File: src/rtl/mul_tree_sched.sv
// mul_tree_sched: round-robin request scheduler in front of the shared bf16
// multiplier tree. Tracks in-flight requester IDs in a FIFO, tags returning
// tree results with them, and drains the tree before any mode change.
// Optional watchdog: define MUL_TREE_SCHED_WDOG_EN.
module mul_tree_sched #(
    parameter int DW     = 16,
    parameter int NREQ   = 4,
    parameter int IW     = 128,
    parameter int DEPTH  = 16,
    parameter int LAT_M0 = 5,
    parameter int LAT_M1 = 2,
    parameter int LAT_M2 = 5,
    parameter int LAT_M3 = 8
) (
    input  logic                     clk,
    input  logic                     rst,
    input  logic [NREQ-1:0]          req_valid,
    output logic [NREQ-1:0]          req_ready,
    input  logic [2*NREQ-1:0]        req_mode,
    input  logic [IW*NREQ-1:0]       req_data,
    output logic [IW-1:0]            tree_ins,
    output logic                     tree_stb,
    output logic [1:0]               tree_mode,
    input  logic [4*DW-1:0]          tree_outputs,
    input  logic [3:0]               tree_out_stbs,
    output logic                     rsp_valid,
    output logic [$clog2(NREQ)-1:0]  rsp_id,
    output logic [4*DW-1:0]          rsp_data,
    output logic                     err
);
    localparam int IDW = $clog2(NREQ);
    localparam int CW  = $clog2(DEPTH + 1);
    localparam int PW  = $clog2(DEPTH);

    function automatic int lat_of(input logic [1:0] m);
        case (m)
            2'd0:    return LAT_M0;
            2'd1:    return LAT_M1;
            2'd2:    return LAT_M2;
            default: return LAT_M3;
        endcase
    endfunction

    function automatic int max_lat();
        int r;
        r = LAT_M0;
        if (LAT_M1 > r) r = LAT_M1;
        if (LAT_M2 > r) r = LAT_M2;
        if (LAT_M3 > r) r = LAT_M3;
        return r;
    endfunction

    localparam int MAXLAT = max_lat();
    localparam int QW     = $clog2(MAXLAT + 1);

    function automatic logic [PW-1:0] ptr_inc(input logic [PW-1:0] p);
        return (p == PW'(DEPTH - 1)) ? '0 : p + 1'b1;
    endfunction

    localparam logic [1:0] S_IDLE   = 2'd0;
    localparam logic [1:0] S_ISSUE  = 2'd1;
    localparam logic [1:0] S_DRAIN  = 2'd2;
    localparam logic [1:0] S_SWITCH = 2'd3;

    logic [1:0]     state;
    logic [IDW-1:0] rr_ptr;
    logic [1:0]     pend_mode;
    logic [IDW-1:0] win;
    logic [IDW-1:0] idx;
    logic           any_v;
    logic [1:0]     win_mode;
    logic [IW-1:0]  win_data;
    logic           mode_ok;
    logic           hs;
    logic           any_stb;
    logic           pop;
    logic           wd_fire;
    logic [CW-1:0]  count;
    logic [CW-1:0]  count_nxt;
    logic [PW-1:0]  wr_ptr;
    logic [PW-1:0]  rd_ptr;
    logic [IDW-1:0] id_mem [DEPTH];
    logic [QW-1:0]  quiet;

    // Round-robin pick: first valid requester at or after rr_ptr.
    always_comb begin
        win   = '0;
        any_v = 1'b0;
        idx   = '0;
        for (int k = NREQ - 1; k >= 0; k--) begin
            idx = IDW'((int'(rr_ptr) + k) % NREQ);
            if (req_valid[idx]) begin
                any_v = 1'b1;
                win   = idx;
            end
        end
    end

    // Select the winner's mode and operands.
    always_comb begin
        win_mode = '0;
        win_data = '0;
        for (int i = 0; i < NREQ; i++) begin
            if (win == IDW'(i)) begin
                win_mode = req_mode[2*i +: 2];
                win_data = req_data[IW*i +: IW];
            end
        end
    end

    assign mode_ok   = (win_mode == tree_mode);
    assign hs        = (state == S_ISSUE) && any_v && mode_ok && (count != CW'(DEPTH)) && !rst;
    assign req_ready = hs ? (NREQ'(1) << win) : '0;
    assign any_stb   = |tree_out_stbs;
    assign pop       = any_stb && (count != '0);

    // Occupancy after this cycle's push/pop.
    always_comb begin
        case ({hs, pop})
            2'b10:   count_nxt = count + 1'b1;
            2'b01:   count_nxt = count - 1'b1;
            default: count_nxt = count;
        endcase
    end

`ifdef MUL_TREE_SCHED_WDOG_EN
    localparam int WDW = $clog2(MAXLAT + 6);
    logic [WDW-1:0] wd_cnt;

    assign wd_fire = (count != '0) && !any_stb && (wd_cnt >= WDW'(lat_of(tree_mode) + 4));

    // Watchdog: cycles spent waiting on an outstanding tree result.
    always_ff @(posedge clk) begin
        if (rst || count == '0 || any_stb || wd_fire) wd_cnt <= '0;
        else                                         wd_cnt <= wd_cnt + 1'b1;
    end
`else
    assign wd_fire = 1'b0;
`endif

    // ID FIFO pointers and occupancy; a watchdog trip flushes it.
    always_ff @(posedge clk) begin
        if (rst || wd_fire) begin
            count  <= '0;
            wr_ptr <= '0;
            rd_ptr <= '0;
        end else begin
            if (hs)  wr_ptr <= ptr_inc(wr_ptr);
            if (pop) rd_ptr <= ptr_inc(rd_ptr);
            count <= count_nxt;
        end
    end

    // ID FIFO storage.
    always_ff @(posedge clk) begin
        if (hs) id_mem[wr_ptr] <= win;
    end

    // Scheduler FSM, round-robin pointer and mode serialisation.
    always_ff @(posedge clk) begin
        if (rst) begin
            state     <= S_IDLE;
            rr_ptr    <= '0;
            tree_mode <= 2'b00;
            pend_mode <= 2'b00;
        end else if (wd_fire) begin
            state <= S_IDLE;
        end else begin
            case (state)
                S_IDLE: begin
                    if (any_v) begin
                        if (mode_ok) begin
                            state <= S_ISSUE;
                        end else begin
                            pend_mode <= win_mode;
                            state     <= S_DRAIN;
                        end
                    end
                end
                S_ISSUE: begin
                    if (!any_v) begin
                        state <= S_IDLE;
                    end else if (!mode_ok) begin
                        pend_mode <= win_mode;
                        state     <= S_DRAIN;
                    end else if (hs) begin
                        rr_ptr <= (win == IDW'(NREQ - 1)) ? '0 : win + 1'b1;
                    end
                end
                S_DRAIN: begin
                    if (count_nxt == '0) begin
                        tree_mode <= pend_mode;
                        state     <= S_SWITCH;
                    end
                end
                default: state <= S_ISSUE;
            endcase
        end
    end

    // ---- issue stage: handshake registers operands and strobe ----
    always_ff @(posedge clk) begin
        if (rst) begin
            tree_stb <= 1'b0;
            tree_ins <= '0;
        end else begin
            tree_stb <= hs;
            if (hs) tree_ins <= win_data;
        end
    end

    // ---- result stage: tag tree output with FIFO head, flag stray strobes ----
    always_ff @(posedge clk) begin
        if (rst) begin
            rsp_valid <= 1'b0;
            rsp_id    <= '0;
            rsp_data  <= '0;
            err       <= 1'b0;
            quiet     <= QW'(MAXLAT);
        end else begin
            rsp_valid <= pop;
            if (pop) begin
                rsp_id   <= id_mem[rd_ptr];
                rsp_data <= tree_outputs;
            end
            // Results of operations flushed by reset may still arrive for a
            // while; those are dropped silently.
            if ((any_stb && count == '0 && quiet == '0) || wd_fire) err <= 1'b1;
            if (quiet != '0) quiet <= quiet - 1'b1;
        end
    end
endmodule

File: config.mk
export PLATFORM = sky130hd
export DESIGN_NAME = mul_tree_sched
export DESIGN_NICKNAME = d
export VERILOG_FILES = /design/src/rtl/mul_tree_sched.sv
export SDC_FILE = /design/constraint.sdc
export NUM_CORES = 1
export LEC_CHECK = 0
export ABC_AREA = 0
export BUFFER_PORTS_ARGS = -buffer_cell sky130_fd_sc_hd__buf_2
export CAP_MARGIN = 0
export CORE_AREA = 2 2 309 311
export CTS_CLUSTER_SIZE = 28
export DETAILED_ROUTE_END_ITERATION = 8
export DIE_AREA = 0 0 311 313
export HOLD_SLACK_MARGIN = 0.06
export SLEW_MARGIN = 20
export SYNTH_ARGS = -nofsm -noshare
export SYNTH_HDL_FRONTEND = slang
export SYNTH_SLANG_ARGS = --single-unit
File: constraint.sdc
create_clock -name clk -period 17.4 [get_ports clk]
set_input_delay 5.22 -clock clk [delete_from_list [all_inputs] [get_ports clk]]
set_output_delay 5.22 -clock clk [all_outputs]
set_load 0.05 [all_outputs]
# == After elaboration in Yosys (flattened, before gate mapping) ==
# Memory sizes are Yosys's and may differ from the RTL's. A register that Yosys moved wholly into a read port is not among the register bits.
# Index checks and enable logic that the tools add are counted.
# word_totals
ff_bits,220
mem_bits_rw,32
output_inout_bits,203
wordCells,101
mem_count,1
# memory_table
memory,words,word_bits,read_ports,rd_ports_with_merged_regs,wr,line_no,source
id_mem,16,2,1,1,1,82,logic [IDW-1:0] id_mem [DEPTH];
# op_classes
n_addsub,9
n_lt_le_gt_ge,4
eq_ne,14
n_shift,1
n_mux,37
bitwise_logic,1
n_reduce_logical,21
# ops
cell,count
$mux 128,4
$mux 2,14
$lt 2x3->1 const B,4
$mux 4,3
$logic_not 5->1,2
$mux 1,10
$pmux 5 s2,1
$add 4x1->4 const B,2
$bmux 1 s2,4
$eq 2x2->1 const B,4
$eq 4x4->1 const B,2
$logic_and 1x1->1,7
$eq 2x1->1 const B,3
$pmux 2 s3,1
$reduce_and 3->1,2
$add 5x1->5 const B,1
$ne 5x5->1 const B,1
$reduce_bool 5->1,1
$sub 5x1->5 const B,1
$add 2x1->2 const B,2
$add 2x2->2 const B,2
$logic_not 2->1,2
$logic_not 4->1,1
$ne 2x2->1 const B,2
other kinds (11),11

# == Logic depth before layout (Yosys ltp) ==
# Gate-level depths: netlist of the first run.
# depth
word_depth,21
mapped_depth,26
ltp_nobuf,21

# == Worst setup path after synthesis of the first run ==
# No wires, ideal clock.
# synth_timing
kind,in2out
from,input req_valid[0]
to,output req_ready[0]
arrival_time_ps,8295
slack_ps,3885
cell_stages,15
cell_sequence,inv_1 > nor2_1 > a21oi_1 > o221ai_1 > inv_1 > ha_1 > buf_2 > or2_1 > a221oi_2 > nor3_1 > or4_1 > buf_2 > nor2_8 > buf_6 > and3_1
# synth_between
elab_chain_len,16
# synth_lines
element,line_no,source
start: declaration,17,"input logic [NREQ-1:0] req_valid,"
$bmux 1 s2,92,if (req_valid[idx]) begin
$mux 1 (implied by the code),92,
$mux 2 (3 in series),92,
$mux 2 *,92,
named net win[0],68,logic [IDW-1:0] win;
$logic_not 2->1,104,if (win == IDW'(i)) begin
$mux 2 (4 in series),104,
$eq 2x2->1,111,assign mode_ok = (win_mode == tree_mode);
$logic_and 1x1->1 (3 in series),112,assign hs = (state == S_ISSUE) && any_v && mode_ok && (count != CW'(DEPTH)) && !rst;
$mux 4 *,113,assign req_ready = hs ? (NREQ'(1) << win) : '0;
end: declaration,18,"output logic [NREQ-1:0] req_ready,"
# Mark *: on every way through the listed nets, which the timed path passes. The rest lies on a longest branch. The select of a mux whose other input is x is not followed.

# == Worst setup path after layout of the first run ==
# Same ends and word-level chain as after synthesis.

==> summary.txt, run 1 <==
CTS tree -> done
clk_skew -> 8.39 ps
CP max FO -> 62
final setup fails -> 0
largest net degree at the start of global routing -> 138
crit path kind -> primary input to primary output
DIE AREA -> 97300 sq um
Post-Place Worst Slack -> 2610 ps
Core Region -> 94200 sq um
Worst-path clk slew -> 60 ps
final WL -> 67300 um
worst setup margin -> 2680 ps
grt total ovfl -> 0
Net Sw Frac -> 46.5%
layout cells sized above 1 -> 39.1%
first-pass GRT wire length -> 95400 um
area of the mapped netlist -> 13300 sq um
RSZ-0062 raised after global routing -> false
Seq/Total Area, Yosys -> 40.6%
root buffer cell -> clkbuf_16
Power Internal -> 1.46 mW
synthesized instance count -> 1611
setup TNS -> 0 ps
starting density of the core -> 14.1%
number of DRC markers in iteration 0 -> 1021
Slew HR -> 30.2%
Final Cycle Share -> 84.6%
GP Congestion -> 0.901
Top FF cell, synth -> dfxtp_1
worst-skew pair later-pin latency -> 600 ps
Synth Area in Adders -> 1.32%
worst endpoint required time -> 12180 ps
Antenna Violating Nets Remaining -> 0
Compound-Gate Fraction of Synth Area -> 30.8%
I/O Buffers -> 796
Max stage delay cell, worst path -> or4_1
Worst EP arrival -> 9500 ps
Comb power frac -> 47.7%
number of global-route vias before repair -> 14500
#FFs+latches synth -> 254
crit-path cells -> buf_2 > inv_1 > nor2_1 > a21oi_1 > o221ai_1 > inv_1 > ha_4 > nor2b_4 > a221oi_2 > nor3_1 > or4_1 > nor2_8 > and3_1 > buf_2
Max Freq -> 67.9 MHz
yosys warns -> 0
CTS Sinks -> 254
dpl hpwl -> 52000 um
Area Overhead vs Synth -> 45.6%
Post-Synth Simple-Gate Area -> 18.7%
worst supply voltage drop on vdd -> 0.0868 mV
# rows -> 113
CTS Buf Count -> 30
# DRC -> 0
total power -> 2.73 mW
I/O pins -> 797
via/cell ratio -> 4.25
Async SR Flop Fraction -> 0%
post-synthesis xor/xnor area fraction -> 0.460%
post-synthesis mux area share -> 2.14%
first drt pass iteration count -> 5
GRT Total Usage -> 13.0%
H-tree levels -> 1
initial antenna violation count -> 18
die height -> 313 um
status -> finished, final reports clean
Worst Setup Start Kind -> primary input
Die Wd -> 311 um
largest family of logic cells by synthesized area -> compound AO/OA/AOI/OAI gates
Final min period -> 14720 ps
final slew viol count -> 0
Post-CTS Resized -> 0
Least-Margin Pin Slew -> 1050 ps
delay of the slowest critical-path stage -> 750 ps
CP Capture Type -> primary output
Sw Pwr -> 1.27 mW
area post-placement -> 18400 sq um
EDFF count, synth -> 32
worst min-delay path class -> flip-flop to flip-flop
Hold Buf Count CTS -> 0
Nets -> 2885
leakage power -> 8.05 nW
Clock Power Share -> 24.1%
Seq pwr share -> 28.2%
post-route cell area -> 19400 sq um
Max clock buf depth -> 3
Mapped Nets -> 2219
per-cell routed wire length -> 18.8 um
setup bufs post-CTS -> 0
Mean Syn Cell Area -> 8.26 sq um
post-synthesis cell type count -> 55
Pwr Density -> 141 nW/um^2
routed via count -> 15200
Final Hold Viols -> 0
MaxCap Viol Count -> 0
[cell usage in the layout, fill, tap and decap left out, types with 3 or more instances in the layout]
| cell type | Yosys | final |
|---|---|---|
| nor3_1 | 140 | 140 |
| clkbuf_16 | 0 | 30 |
| a211oi_2 | 10 | 10 |
| dfxtp_1 | 222 | 222 |
| a221oi_1 | 127 | 127 |
| edfxtp_1 | 32 | 32 |
| buf_2 | 28 | 795 |
| clkbuf_1 | 141 | 4 |
| ha_4 | 0 | 3 |
| bufinv_16 | 0 | 3 |
| nand2b_1 | 8 | 8 |
| and3_1 | 5 | 4 |
| buf_4 | 0 | 17 |
| a211oi_1 | 120 | 120 |
| mux4_2 | 10 | 10 |
| clkinv_2 | 0 | 7 |
| mux2i_1 | 6 | 6 |
| a311oi_1 | 3 | 3 |
| nor4_1 | 7 | 6 |
| inv_1 | 11 | 11 |
| diode_2 | 0 | 8 |
| a31oi_1 | 3 | 3 |
| o21ai_0 | 4 | 4 |
| o211ai_1 | 3 | 3 |
| clkinvlp_4 | 0 | 5 |
| xor2_1 | 5 | 5 |
| ha_1 | 14 | 11 |
| o21a_1 | 4 | 4 |
| nand3_1 | 7 | 7 |
| nor2b_1 | 128 | 128 |
| clkbuf_8 | 0 | 4 |
| a21oi_1 | 342 | 342 |
| nor2_1 | 30 | 30 |
| nand2_1 | 157 | 157 |
[through the flow]
step / std cells / hold slack [ps] / util, %
5_1_grt: 3571 / 466 / 20.6
6_report: 3574 / 451 / 20.6
3_5_place_dp: 3510 / 443 / 19.5
4_1_cts: 3566 / 452 / 20.6
3_3_place_gp: 3510 / 439 / 19.5
2_1_floorplan: 1611 / 438 / -
[kinds of logic after synthesis]
logic type	Yosys count
compound gates	631
xor+xnor	7
fa+ha+maj	14
buf+inv	192
flops	254
mux	16
simple gates	497
[critical path, delay by kind of cell]
family | cells | cell delay, ps
AND/OR/NAND/NOR | 6 | 1780
adder cells (fa/ha/maj) | 1 | 740
AO/OA/AOI/OAI | 3 | 690
buffers and inverters | 4 | 1020
[synth_stat cells (2+ instances only)]
library cell	instances	area, sq um
a21oi_1	342	1710
dfxtp_1	222	4440
nand2_1	157	589
clkbuf_1	141	529
nor3_1	140	701
nor2b_1	128	801
a221oi_1	127	1110
a211oi_1	120	901
edfxtp_1	32	961
nor2_1	30	113
buf_2	28	140
ha_1	14	175
inv_1	11	41.3
a211oi_2	10	125
mux4_2	10	225
nand2b_1	8	50.1
nand3_1	7	35.0
nor4_1	7	43.8
buf_1	6	22.5
mux2i_1	6	60.1
and3_1	5	31.3
xor2_1	5	43.8
buf_6	4	45.0
o21a_1	4	30.0
o21ai_0	4	20.0
a311oi_1	3	26.3
a31oi_1	3	18.8
o211ai_1	3	22.5
a221oi_2	2	30.0
nand3b_1	2	15.0
o221ai_1	2	17.5
o31ai_1	2	15.0
or3_1	2	12.5
or4_1	2	15.0
xnor2_1	2	17.5
[power groups by stage]
stage	Combinational [mW]	Clock, mW	Sequential [mW]
4_1_cts	1.32	0.687	0.770
3_5_place_dp	1.32	0	0.782
2_1_floorplan	0.620	0	1.07
3_3_place_gp	1.31	0	0.780
6_report	1.30	0.657	0.769
5_1_grt	1.42	0.708	0.784
[metal layers]
layer	track usage (%)	vias to the layer above	wire length (um)
li1	-	7371	-
met1	16.3	6973	28300
met2	20.2	731	29700
met3	4.35	117	6400
met4	5.32	12	2850
met5	0	-	77
[layout make-up]
cell class	count	area [sq um]
clock buffers	37	807
flip-flops and latches	254	5410
diodes	8	20.0
inverters	12	45.0
fillers	10500	74800
well taps	1265	1580
clock inverters	19	210
repair buffers	814	4140
multi-input cells	1165	7180
[state kept, by name, summed over array words and instances, names as in the netlist, 2 cells and up]
register,flops
rd_ptr,4
rsp_data,64
wr_ptr,4
id_mem,32
state,2
tree_mode,2
quiet,4
pend_mode,2
count,5
tree_ins,128
rr_ptr,2
rsp_id,2
[final timing paths]
path / startpoint / slack, ps / to / cells past startpoint
worst max-delay path: req_valid[0] / 2680 / req_ready[0] / 14
worst min-delay path: rsp_data[20]$_SDFFE_PP0P_ / 450 / rsp_data[20]$_SDFFE_PP0P_ / 2
worst max register to register: rr_ptr[0]$_SDFFE_PP0P_ / 10950 / tree_mode[0]$_SDFFE_PP0P_ / 20
worst min register to register: rsp_data[20]$_SDFFE_PP0P_ / 450 / rsp_data[20]$_SDFFE_PP0P_ / 2
Power figures use the tool's default switching activity.
==> inputs of run 2 (changes only) <==
==> constraint.sdc (replaced) <==
create_clock -name clk -period 15.35 [get_ports clk]
set_input_delay 4.605 -clock clk [delete_from_list [all_inputs] [get_ports clk]]
set_output_delay 4.605 -clock clk [all_outputs]
set_load 0.05 [all_outputs]
==> run 2 against run 1 <==
Final area increased by 0.57%. Sequential power increased by 14%. Via count increased by 0.55%. Highest routed layer unchanged. Clock skew increased by 11 ps.
==> summary.txt, run 2 (synthesis gave the netlist of run 1 again) <==
status -> finished, final reports clean
I/O Buffers -> 796
first drt pass iteration count -> 7
grt total ovfl -> 0
final setup fails -> 0
area of the multi-input gates -> 7180 sq um
dpl hpwl -> 52000 um
final WL -> 66600 um
met2 Use GR -> 19.6%
die height -> 313 um
I/O pins -> 797
grt met1 use -> 15.4%
cells on worst reg2reg path -> 21
# rows -> 113
Max stage delay cell, worst path -> ha_4
routed via count -> 15300
crit path kind -> primary input to primary output
root buffer cell -> clkbuf_16
met3 usage -> 5.60%
most common cell after layout, fill and taps aside -> buf_2
r2r setup slk -> 8310 ps
per-cell routed wire length -> 18.6 um
Hold Buf Count CTS -> 0
GP Congestion -> 0.901
CTS Buf Count -> 31
crit-path cells -> buf_2 > inv_1 > nor2_1 > a21oi_1 > o221ai_1 > inv_1 > ha_4 > nor2b_4 > a221oi_2 > nor3_1 > or4_1 > nor2_8 > and3_1 > buf_2
delay of the slowest critical-path stage -> 750 ps
DIE AREA -> 97300 sq um
H-tree levels -> 1
CP max FO -> 63
# DRC -> 0
Hold EP -> rsp_id[1]$_SDFFE_PP0P_
largest net degree at the start of global routing -> 117
setup TNS -> 0 ps
GRT Total Usage -> 12.8%
hold_sp -> rsp_id[1]$_SDFFE_PP0P_
Pwr Density -> 162 nW/um^2
MaxCap Viol Count -> 0
number of global-route vias before repair -> 14500
commonest non-fill, non-tap cells in the layout -> 796 x buf_2, 342 x a21oi_1, 222 x dfxtp_1
hold path cells -> 2
worst-skew pair later-pin latency -> 600 ps
via/cell ratio -> 4.27
Post-CTS Resized -> 0
RSZ-0062 raised after global routing -> false
CTS tree -> done
Reg area -> 5410 sq um
busiest grt layer -> met2
total power -> 3.15 mW
Max Freq -> 74.4 MHz
worst endpoint required time -> 10750 ps
worst supply voltage drop on vdd -> 0.0874 mV
Area Overhead vs Synth -> 46.4%
Slew HR -> 29.7%
CP Capture Type -> primary output
leakage power -> 8.10 nW
Worst Hold Slack -> 450 ps
Antenna Violating Nets Remaining -> 0
r2r endpoint -> tree_mode[0]$_SDFFE_PP0P_
r2r startpoint -> rr_ptr[0]$_SDFFE_PP0P_
Die Wd -> 311 um
CTS Sinks -> 254
clk_skew -> 19.4 ps
Core Region -> 94200 sq um
number of flip-flops in the largest register -> 128
worst min-delay path class -> flip-flop to flip-flop
Worst Setup Start Kind -> primary input
first-pass GRT wire length -> 94100 um
Largest regs -> tree_ins (128), rsp_data (64), id_mem (32)
register bank with the most flops -> tree_ins
Worst-path clk slew -> 60 ps
Final Cycle Share -> 87.5%
Nets -> 2889
layout cells sized above 1 -> 39.1%
Final min period -> 13440 ps
Filler Cell Count -> 10600
setup bufs post-CTS -> 0
Max clock buf depth -> 3
Final Hold Viols -> 0
starting density of the core -> 14.1%
initial antenna violation count -> 18
Worst EP arrival -> 8830 ps
Least-Margin Pin Slew -> 1050 ps
number of DRC markers in iteration 0 -> 1064
final slew viol count -> 0
[run 2: critical path, delay by kind of cell]
kind	cells	cell delay [ps]
AND/OR/NAND/NOR	6	1660
buffers and inverters	4	1060
adder cells (fa/ha/maj)	1	750
AO/OA/AOI/OAI	3	740
[run 2: power by group]
group	switching, mW	internal, mW	leakage, nW
Clock	0.307	0.496	0.538
Combinational	1.04	0.432	5.46
Sequential	0.0770	0.796	2.11
[run 2: metrics by stage]
stage / util, % / worst slack [ps] / instances / cell area [sq um]
2_1_floorplan: - / 3070 / 1611 / 13300
6_report: 20.7 / 1910 / 3579 / 19500
3_5_place_dp: 19.5 / 1750 / 3512 / 18400
3_3_place_gp: 19.5 / 1860 / 3512 / 18400
4_1_cts: 20.7 / 1750 / 3569 / 19500
5_1_grt: 20.7 / 1500 / 3577 / 19500
[run 2: cell type report]
| type | instances | share of cell area, % |
|---|---|---|
| multi-input cells | 1165 | 36.8 |
| flip-flops and latches | 254 | 27.7 |
| well taps | 1265 | 8.12 |
| inverters | 12 | 0.231 |
| clock buffers | 46 | 4.73 |
| diodes | 9 | 0.116 |
| repair buffers | 817 | 21.3 |
| clock inverters | 11 | 1.00 |
[run 2: worst max-delay path by stage]
stage,start,end,depth (start not counted)
finish,req_valid[0],req_ready[0],14
global route,req_valid[0],req_ready[0],14
detailed placement,req_valid[0],req_ready[0],14
floorplan,req_valid[0],req_ready[0],15
CTS,req_valid[0],req_ready[0],14
global placement,req_valid[0],req_ready[0],14
[run 2: per-layer routing]
metal  part of all wire [%]  up-vias
met5                   0.15        -
met4                    4.9       16
met3                     11      124
met2                     43      731
met1                     41     7014
li1                       -     7402
==> inputs of run 3 (changes only) <==
--- a/config.mk
+++ b/config.mk
@@ -6,13 +6,16 @@
 export NUM_CORES = 1
 export LEC_CHECK = 0
 export ABC_AREA = 0
-export BUFFER_PORTS_ARGS = -buffer_cell sky130_fd_sc_hd__buf_2
 export CAP_MARGIN = 0
-export CORE_AREA = 2 2 309 311
+export CELL_PAD_IN_SITES_DETAIL_PLACEMENT = 1
+export CELL_PAD_IN_SITES_GLOBAL_PLACEMENT = 2
+export CORE_AREA = 2 2 307 309
 export CTS_CLUSTER_SIZE = 28
 export DETAILED_ROUTE_END_ITERATION = 8
-export DIE_AREA = 0 0 311 313
+export DIE_AREA = 0 0 309 311
+export DONT_BUFFER_PORTS = 1
 export HOLD_SLACK_MARGIN = 0.06
+export PLACE_DENSITY_LB_ADDON = 0.1
 export SLEW_MARGIN = 20
 export SYNTH_ARGS = -nofsm -noshare
 export SYNTH_HDL_FRONTEND = slang
==> run 3 against run 2 <==
Non-clock buffer count down 802. Setup slack better by 440 ps. Die area is 1.3% lower. Highest routed layer is now met4.
==> summary.txt, run 3 (synthesis gave the netlist of run 1 again) <==
CTS Buf Count -> 38
per-cell routed wire length -> 24.6 um
starting density of the core -> 14.4%
Antenna Violating Nets Remaining -> 0
I/O pins -> 797
worst endpoint required time -> 10750 ps
Area Overhead vs Synth -> 16.8%
Final Util -> 16.8%
Hold Buf Count CTS -> 0
worst-skew pair later-pin latency -> 560 ps
commonest non-fill, non-tap cells in the layout -> 342 x a21oi_1, 222 x dfxtp_1, 157 x nand2_1
RSZ-0062 raised after global routing -> false
post-placement cell count -> 2700
CP Capture Type -> primary output
layout cells sized above 1 -> 7.12%
setup TNS -> 0 ps
Max Freq -> 76.9 MHz
Slew HR -> 32.1%
initial antenna violation count -> 3
Reg area -> 5410 sq um
Post-CTS Resized -> 0
number of flip-flops in the largest register -> 128
# DRC -> 0
Final min period -> 13000 ps
Core Region -> 92800 sq um
number of global-route vias before repair -> 12700
leakage power -> 4.74 nW
Pwr Density -> 196 nW/um^2
crit path kind -> primary input to primary output
CTS tree -> done
root buffer cell -> clkbuf_16
Final Cycle Share -> 84.7%
total power -> 3.06 mW
Filler Cell Count -> 10900
largest net degree at the start of global routing -> 220
clk_skew -> 34.7 ps
MaxCap Viol Count -> 0
number of DRC markers in iteration 0 -> 547
dpl hpwl -> 51200 um
Layout Cells excl Fill -> 2773
Worst Setup Start Kind -> primary input
worst supply voltage drop on vdd -> 0.0805 mV
grt total ovfl -> 0
via/cell ratio -> 4.47
GRT Total Usage -> 13.5%
worst min-delay path class -> flip-flop to flip-flop
H-tree levels -> 2
Least-Margin Pin Slew -> 1020 ps
die height -> 311 um
Die Wd -> 309 um
status -> finished, final reports clean
register bank with the most flops -> tree_ins
I/O Buffers -> 0
area of the multi-input gates -> 7180 sq um
# rows -> 112
Largest regs -> tree_ins (128), rsp_data (64), id_mem (32)
DIE AREA -> 96100 sq um
final WL -> 68300 um
first drt pass iteration count -> 5
setup bufs post-CTS -> 0
most common cell after layout, fill and taps aside -> a21oi_1
final slew viol count -> 0
Worst-path clk slew -> 50 ps
CTS Sinks -> 254
final setup fails -> 0
Max clock buf depth -> 3
Nets -> 2094
Final Hold Viols -> 0
GP Congestion -> 0.805
Worst EP arrival -> 8390 ps
first-pass GRT wire length -> 96300 um
CP max FO -> 29
routed via count -> 12400
## run 3: where the power goes
group	internal (mW)	leakage (nW)	switching (mW)
Sequential	0.796	2.11	0.496
Combinational	0.315	2.02	0.587
Clock	0.514	0.609	0.348
Total	1.63	4.74	1.43
## run 3: layout make-up
type	instances	share of cell area [%]
Antenna cell	3	0.0483
Clock buffer	49	6.70
Clock inverter	21	1.09
Inverter	12	0.290
Multi-Input combinational cell	1165	46.1
Sequential cell	254	34.8
Tap cell	1254	10.1
Timing Repair Buffer	15	0.885
## run 3: path summary, 6_finish.rpt
check	from	end	slack, ps	depth (start not counted)
worst max-delay path	req_valid[0]	req_ready[0]	2350	12
worst min-delay path	pend_mode[1]$_SDFFE_PP0P_	tree_mode[1]$_SDFFE_PP0P_	480	2
worst min register to register	pend_mode[1]$_SDFFE_PP0P_	tree_mode[1]$_SDFFE_PP0P_	480	2
worst max register to register	rr_ptr[0]$_SDFFE_PP0P_	tree_mode[0]$_SDFFE_PP0P_	8470	21
## run 3: metal layers
| metal | vias to the layer above | share of wire [%] | global-route usage [%] |
|---|---|---|---|
| li1 | 5793 | - | - |
| met1 | 6041 | 38 | 15.1 |
| met2 | 500 | 52 | 24.9 |
| met3 | 67 | 7.5 | 3.90 |
| met4 | 0 | 2.0 | 3.31 |
| met5 | - | 0 | 0 |
## run 3: stage by stage
| step | setup WS [ps] | hold WS (ps) | instance area [sq um] |
|---|---|---|---|
| after floorplan | 3070 | 438 | 13300 |
| after global placement | 2350 | 464 | 14300 |
| after detailed placement | 2280 | 477 | 14300 |
| after CTS | 2270 | 480 | 15500 |
| after global routing | 2030 | 504 | 15600 |
| final | 2350 | 477 | 15600 |
## run 3: critical path: stages
cell      delay [ps]
inv_1             30
nor2_1           120
a21oi_1           60
o221ai_1         400
inv_1            470
ha_4             420
or2_1            290
a221oi_2         260
nor3_1           120
or4_1            770
nor2_8           290
and3_1           540
